==> src/rtl/roi_pixel_gate.sv <==
// Tracks pixel x/y in a raw stream and forwards only region-of-interest pixels to the analyzer.
// Optional macro ROI_FRAME_DECIMATE_EN adds a 4-bit `decimate` input: process one frame, skip `decimate`.
module roi_pixel_gate #(
  parameter int COORD_WIDTH     = 12,
  parameter int FRAME_CNT_WIDTH = 16
) (
  input  logic                       pixel_clock,
  input  logic                       reset,
  input  logic                       enable,
  input  logic                       frame_start,
  input  logic                       line_start,
  input  logic                       pixel_valid,
  input  logic [7:0]                 pixel_in,
  input  logic [COORD_WIDTH-1:0]     roi_x0,
  input  logic [COORD_WIDTH-1:0]     roi_y0,
  input  logic [COORD_WIDTH-1:0]     roi_width,
  input  logic [COORD_WIDTH-1:0]     roi_height,
  input  logic                       clear_req,
`ifdef ROI_FRAME_DECIMATE_EN
  input  logic [3:0]                 decimate,
`endif
  output logic [7:0]                 data,
  output logic                       data_valid,
  output logic                       start,
  output logic                       stop,
  output logic                       clear,
  output logic                       truncated,
  output logic [FRAME_CNT_WIDTH-1:0] frames_done
);

  typedef enum logic [2:0] {S_IDLE, S_ARMED, S_WAIT_ROI, S_ACTIVE, S_DONE} state_t;

  localparam logic [COORD_WIDTH:0]     ExtOne   = {{COORD_WIDTH{1'b0}}, 1'b1};
  localparam logic [COORD_WIDTH-1:0]   CoordOne = {{(COORD_WIDTH-1){1'b0}}, 1'b1};
  localparam logic [FRAME_CNT_WIDTH-1:0] FcOne  = {{(FRAME_CNT_WIDTH-1){1'b0}}, 1'b1};

  state_t                     r_state;
  logic [COORD_WIDTH-1:0]     r_x;
  logic [COORD_WIDTH-1:0]     r_y;
  logic                       r_firstLine;
  logic [COORD_WIDTH-1:0]     r_x0;
  logic [COORD_WIDTH-1:0]     r_y0;
  logic [COORD_WIDTH-1:0]     r_w;
  logic [COORD_WIDTH-1:0]     r_h;
  logic [7:0]                 r_data;
  logic                       r_dataValid;
  logic                       r_start;
  logic                       r_stop;
  logic                       r_lastSeen;
  logic                       r_clear;
  logic                       r_truncated;
  logic [FRAME_CNT_WIDTH-1:0] r_framesDone;

  logic [COORD_WIDTH:0] w_xExt;
  logic [COORD_WIDTH:0] w_yExt;
  logic [COORD_WIDTH:0] w_xEnd;
  logic [COORD_WIDTH:0] w_yEnd;
  logic                 w_inside;
  logic                 w_last;
  logic                 w_roiZero;
  logic                 w_skipFrame;
  logic                 w_newFrame;
  state_t               w_frameState;

  // Position counters and per-frame ROI snapshot; counters saturate instead of wrapping.
  always_ff @(posedge pixel_clock) begin
    if (reset) begin
      r_x         <= '0;
      r_y         <= '0;
      r_firstLine <= 1'b1;
      r_x0        <= '0;
      r_y0        <= '0;
      r_w         <= '0;
      r_h         <= '0;
    end else if (frame_start) begin
      r_x         <= '0;
      r_y         <= '0;
      r_firstLine <= 1'b1;
      r_x0        <= roi_x0;
      r_y0        <= roi_y0;
      r_w         <= roi_width;
      r_h         <= roi_height;
    end else if (line_start) begin
      r_x <= '0;
      if (r_firstLine) begin
        r_firstLine <= 1'b0;
      end else if (!(&r_y)) begin
        r_y <= r_y + CoordOne;
      end
    end else if (pixel_valid && !(&r_x)) begin
      r_x <= r_x + CoordOne;
    end
  end

  assign w_xExt   = {1'b0, r_x};
  assign w_yExt   = {1'b0, r_y};
  assign w_xEnd   = {1'b0, r_x0} + {1'b0, r_w};
  assign w_yEnd   = {1'b0, r_y0} + {1'b0, r_h};
  assign w_inside = pixel_valid
                    && (w_xExt >= {1'b0, r_x0}) && (w_xExt < w_xEnd)
                    && (w_yExt >= {1'b0, r_y0}) && (w_yExt < w_yEnd);
  assign w_last   = w_inside && ((w_xExt + ExtOne) == w_xEnd) && ((w_yExt + ExtOne) == w_yEnd);
  assign w_roiZero  = (roi_width == '0) || (roi_height == '0);
  assign w_newFrame = frame_start && enable && (r_state != S_IDLE);

`ifdef ROI_FRAME_DECIMATE_EN
  logic [3:0] r_skipCnt;
  assign w_skipFrame = (r_skipCnt != 4'd0);
`else
  assign w_skipFrame = 1'b0;
`endif

  // Where a frame_start leads: skipped or zero-size frames park in ARMED so they emit nothing.
  always_comb begin
    w_frameState = S_WAIT_ROI;
    if (!enable) begin
      w_frameState = S_IDLE;
    end else if (w_skipFrame || w_roiZero) begin
      w_frameState = S_ARMED;
    end
  end

  always_ff @(posedge pixel_clock) begin
    if (reset) begin
      r_state      <= S_IDLE;
      r_data       <= '0;
      r_dataValid  <= 1'b0;
      r_start      <= 1'b0;
      r_stop       <= 1'b0;
      r_lastSeen   <= 1'b0;
      r_clear      <= 1'b0;
      r_truncated  <= 1'b0;
      r_framesDone <= '0;
`ifdef ROI_FRAME_DECIMATE_EN
      r_skipCnt    <= '0;
`endif
    end else begin
      r_dataValid <= 1'b0;
      r_start     <= 1'b0;
      r_stop      <= r_lastSeen;
      r_lastSeen  <= 1'b0;
      r_clear     <= clear_req;
      if (r_lastSeen) begin
        r_framesDone <= r_framesDone + FcOne;
      end
      case (r_state)
        S_IDLE: begin
          if (enable) r_state <= S_ARMED;
        end
        S_ARMED: begin
          if (!enable) begin
            r_state <= S_IDLE;
          end else if (frame_start) begin
            r_state <= w_frameState;
          end
        end
        S_WAIT_ROI: begin
          if (frame_start) begin
            r_state <= w_frameState;
          end else if (w_inside) begin
            r_start     <= 1'b1;
            r_dataValid <= 1'b1;
            r_data      <= pixel_in;
            r_lastSeen  <= w_last;
            r_state     <= w_last ? S_DONE : S_ACTIVE;
          end
        end
        S_ACTIVE: begin
          // A new frame before the ROI finished closes the window early and flags it.
          if (frame_start) begin
            r_state     <= w_frameState;
            r_stop      <= 1'b1;
            r_truncated <= 1'b1;
          end else if (w_inside) begin
            r_dataValid <= 1'b1;
            r_data      <= pixel_in;
            if (w_last) begin
              r_lastSeen <= 1'b1;
              r_state    <= S_DONE;
            end
          end
        end
        S_DONE: begin
          if (frame_start) r_state <= w_frameState;
        end
        default: r_state <= S_IDLE;
      endcase
`ifdef ROI_FRAME_DECIMATE_EN
      if (w_newFrame) begin
        r_skipCnt <= w_skipFrame ? (r_skipCnt - 4'd1) : decimate;
      end
`endif
      if (clear_req) begin
        r_truncated  <= 1'b0;
        r_framesDone <= '0;
      end
    end
  end

  assign data        = r_data;
  assign data_valid  = r_dataValid;
  assign start       = r_start;
  assign stop        = r_stop;
  assign clear       = r_clear;
  assign truncated   = r_truncated;
  assign frames_done = r_framesDone;

endmodule

==> config.mk <==
export PLATFORM = sky130hd
export DESIGN_NAME = roi_pixel_gate
export DESIGN_NICKNAME = d
export VERILOG_FILES = /design/src/rtl/roi_pixel_gate.sv
export SDC_FILE = /design/constraint.sdc
export NUM_CORES = 1
export LEC_CHECK = 0
export BUFFER_PORTS_ARGS = -buffer_cell sky130_fd_sc_hd__clkbuf_2
export CAP_MARGIN = 5
export CORE_UTILIZATION = 53
export DETAILED_ROUTE_END_ITERATION = 10
export GPL_TIMING_DRIVEN = 1
export PLACE_DENSITY = 0.77
export REMOVE_ABC_BUFFERS = 1
export SYNTH_ARGS = -nofsm -noshare
export SYNTH_HDL_FRONTEND = slang
export SYNTH_SLANG_ARGS = --single-unit
==> constraint.sdc <==
create_clock -name pixel_clock -period 3.64 [get_ports pixel_clock]
set_clock_uncertainty 0.15 [all_clocks]
set_input_delay 0.364 -clock pixel_clock [delete_from_list [all_inputs] [get_ports pixel_clock]]
set_output_delay 0.364 -clock pixel_clock [all_outputs]
set_load 0.02 [all_outputs]
==> key figures <==
Status
  • Status: complete, but fails checks
  • Failing checks: setup timing

STA
  • Final worst setup slack: -0.0528 ns
  • Slew Limit Fails: 0
  • Total negative slack: -0.428 ns
  • RSZ-0062 raised after global routing: true
  • Worst Max-Slew Pin Slew: 0.723 ns
  • Fin. Hold Viols: 0
  • Relative slew slack: 0.514
  • Final hold slack: ~0.075 ns
  • Final Critical Period: 3.69 ns
  • Setup violations, final: 12
  • Fmax achieved: 0.271 GHz
  • Final period util: 1.01

Place
  • Port bufs: 91
  • Post-DP HPWL: roughly 12,000 µm
  • Placer Congestion: 0.884
  • Placed Cells: 1,072

Die
  • Cell Rows: 41
  • Die height: 117 µm
  • Starting Density: 0.550
  • Core ar.: 12,800 µm²
  • Ports: 92
  • Total Die Area: about 14,000 µm²
  • Die W: 117 µm

Run
  • Reported max-cap violation count: 0

Hold path
  • Hold path startpoint: clear_req
  • WHS Path Cells: 2
  • Hold Crit Class: in2reg

Clock network
  • Cts bufs inserted: 9
  • CTS tree: yes
  • Cts hold-fix bufs: 0
  • Worst skew pair latency: between 0.3 and 0.4 ns
  • H-tree depth: 3
  • Clock Tree Buf Depth: 2
  • Clk sink count: around 110
  • Worst-path clk slew: 0.08 ns
  • Clk root buf: clkbuf_16

Route
  • Pre-Repair DR Iteration Count: 6
  • Via Count: 6,035
  • Initial DRC Count: between 200 and 300
  • Routed WL: approximately 16,000 µm
  • Vias/cell: 5.50
  • Final ANT Viol Nets: 0
  • WL/cell: 14.8 µm
  • Drt drc: 0

GRT
  • Gr usage total: 0.236
  • Overflow after GRT: 0
  • Pin count of the biggest net entering global routing: 43
  • Antenna violations before repair: 0
  • Number of global-route vias before repair: 5,658
  • First-pass GRT wire length: roughly 27,000 µm

Synthesis
  • Top cells by area, synth: dfxtp_1 30%, ha_1 13%, mux2i_1 8.5%, nor2_1 6.2%, xor2_1 6.0%
  • FFs w/ async S/R, synth: 0
  • Post-synthesis cell area: a little over 7000 µm²
  • Share of the synthesized area in the top cell type: 0.301
  • Post-Syn Instances: 807
  • Synth unique cells: 67
  • Yosys top cell by area: dfxtp_1
  • Post-synth EDFFs: 0
  • Yosys reg bits: 106
  • Mean post-synth cell area: a little under 9 µm²
  • Top_reg_cell synth: dfxtp_1
  • Cell with the most instances after synthesis: nor2_1
  • Yosys warns: 0
  • Seq/Total Area, Yosys: 0.301
  • Most common library cells after synthesis: 116 x nor2_1, 106 x dfxtp_1, 75 x ha_1

Layout
  • Share of layout cells above drive strength 1: 0.216
  • Antenna cell count: 0
  • Area grow syn2layout: 19.2%
  • Post-Layout Cell Count: roughly 1.1k
  • Nets: 1,061

Power and ir drop
  • Peak VDD IR: 324 µV
  • LEAKAGE: ~4 nW
  • PwrDens: between 300 and 400 nW/µm²

Worst setup path
  • R2R depth: 17
  • WS Path Type: reg2reg
  • Worst Setup SP: r_x0[1]$_SDFFE_PP0P_
  • Worst Setup End Kind: register
  • CP max FO: 8
  • Worst Path Arrival: between 3 and 4 ns
  • R2R Path Start: r_x0[1]$_SDFFE_PP0P_
  • Max incr delay on CP: 0.34 ns
  • CP Launch Type: register
  • Crit-path cells: buf_4, ha_1, a21o_1, a41oi_2, buf_4, a21o_1, nand3_1, ha_1, o21ai_0, nand2b_1, a21oi_1, a31oi_4, a211oi_4, nand3_2, buf_8, mux2i_1, nor2_1
  • Crit path max-delay cell type: a211oi_4
  • CP required: 3.71 ns
-- path summary, 6_finish.rpt --
check / to / slack (ns)
min reg2reg: truncated$_SDFFE_PP0P_ / 0.34
max: data[5]$_SDFFE_PP0P_ / -0.05
min: clear$_SDFF_PP0_ / 0.08
max reg2reg: data[5]$_SDFFE_PP0P_ / -0.05
-- state kept, by name (all words and copies together), names as in the netlist, 3 cells and up --
name         flops
r_x0            12
frames_done     16
r_h             12
r_w             12
r_state          3
r_y0            12
data             8
r_y             12
r_x             12
-- where the power goes --
group | switching [mW] | internal [mW]
Sequential | 0.0303 | 1.19
Combinational | 0.289 | 0.256
Clock | 0.477 | 0.478
-- repair_timing --
action | CTS | global route
pin swaps | 5 | 15
endpoints found under the setup margin | 14 | 14
gates cloned | 0 | 0
resized for setup | 10 | 29
setup buffers | 2 | 8
-- metrics by stage --
stage               instance area (µm²)  utilization  worst slack [ns]  power (mW)
finish                             8410        0.656           -0.0528        2.73
global route                       8410        0.656            -0.240        2.85
CTS                                8190        0.639           -0.0415        2.71
detailed placement                 7860        0.613            -0.185        1.76
global placement                   7860        0.613           -0.0931        1.75
floorplan                          6940            -            -0.225        1.57
-- cells in the final DEF (no fill, tap or decap), types with 6 or more instances in the layout --
cell type and instances:
nor2_1 116, dfxtp_1 102, clkbuf_2 90, ha_1 73, mux2i_1 60, xor2_1 48
inv_1 42, buf_4 42, nand2_1 34, xnor2_1 32, nand3_1 31, a21oi_1 31
o21ai_0 19, nand4_1 15, a21o_1 12, and3_1 9, clkbuf_16 9, a211oi_1 8
or3_1 8, nand2b_1 8, nor4_1 8, nor3_1 7, nor2b_1 7, and4_1 6
-- final cells by class --
cell class	count	area, µm²
clock inverters	7	60.1
well taps	172	215
flip-flops and latches	106	2130
repair buffers	134	792
fillers	1108	4410
clock buffers	9	225
inverters	43	161
multi-input cells	627	4830
-- logic make-up after synthesis --
group                      share of synthesized area
and+or+nand+nor                                0.194
AOI/OAI and AO/OA                              0.122
DFF                                            0.301
xor gates and xnor gates                       0.116
adders and majority gates                      0.139
buffers and inverters                         0.0397
muxes                                         0.0892
-- layer usage --
metal	wire length [µm]	track usage	part of all wire
met5	0	0	0
met4	353	0.0747	0.022
met1	7450	0.292	0.46
met3	515	0.0452	0.032
met2	7980	0.411	0.49
-- worst max-delay path, delay by kind of cell (launching register included) --
family / cells / cell delay [ns]
simple gates: 4 / 0.43
fa+ha+maj: 2 / 0.60
flops: 1 / 0.31
compound gates: 7 / 1.48
mux: 1 / 0.14
buf+inv: 3 / 0.45
Note: power is estimated with default switching activity, not from simulation.
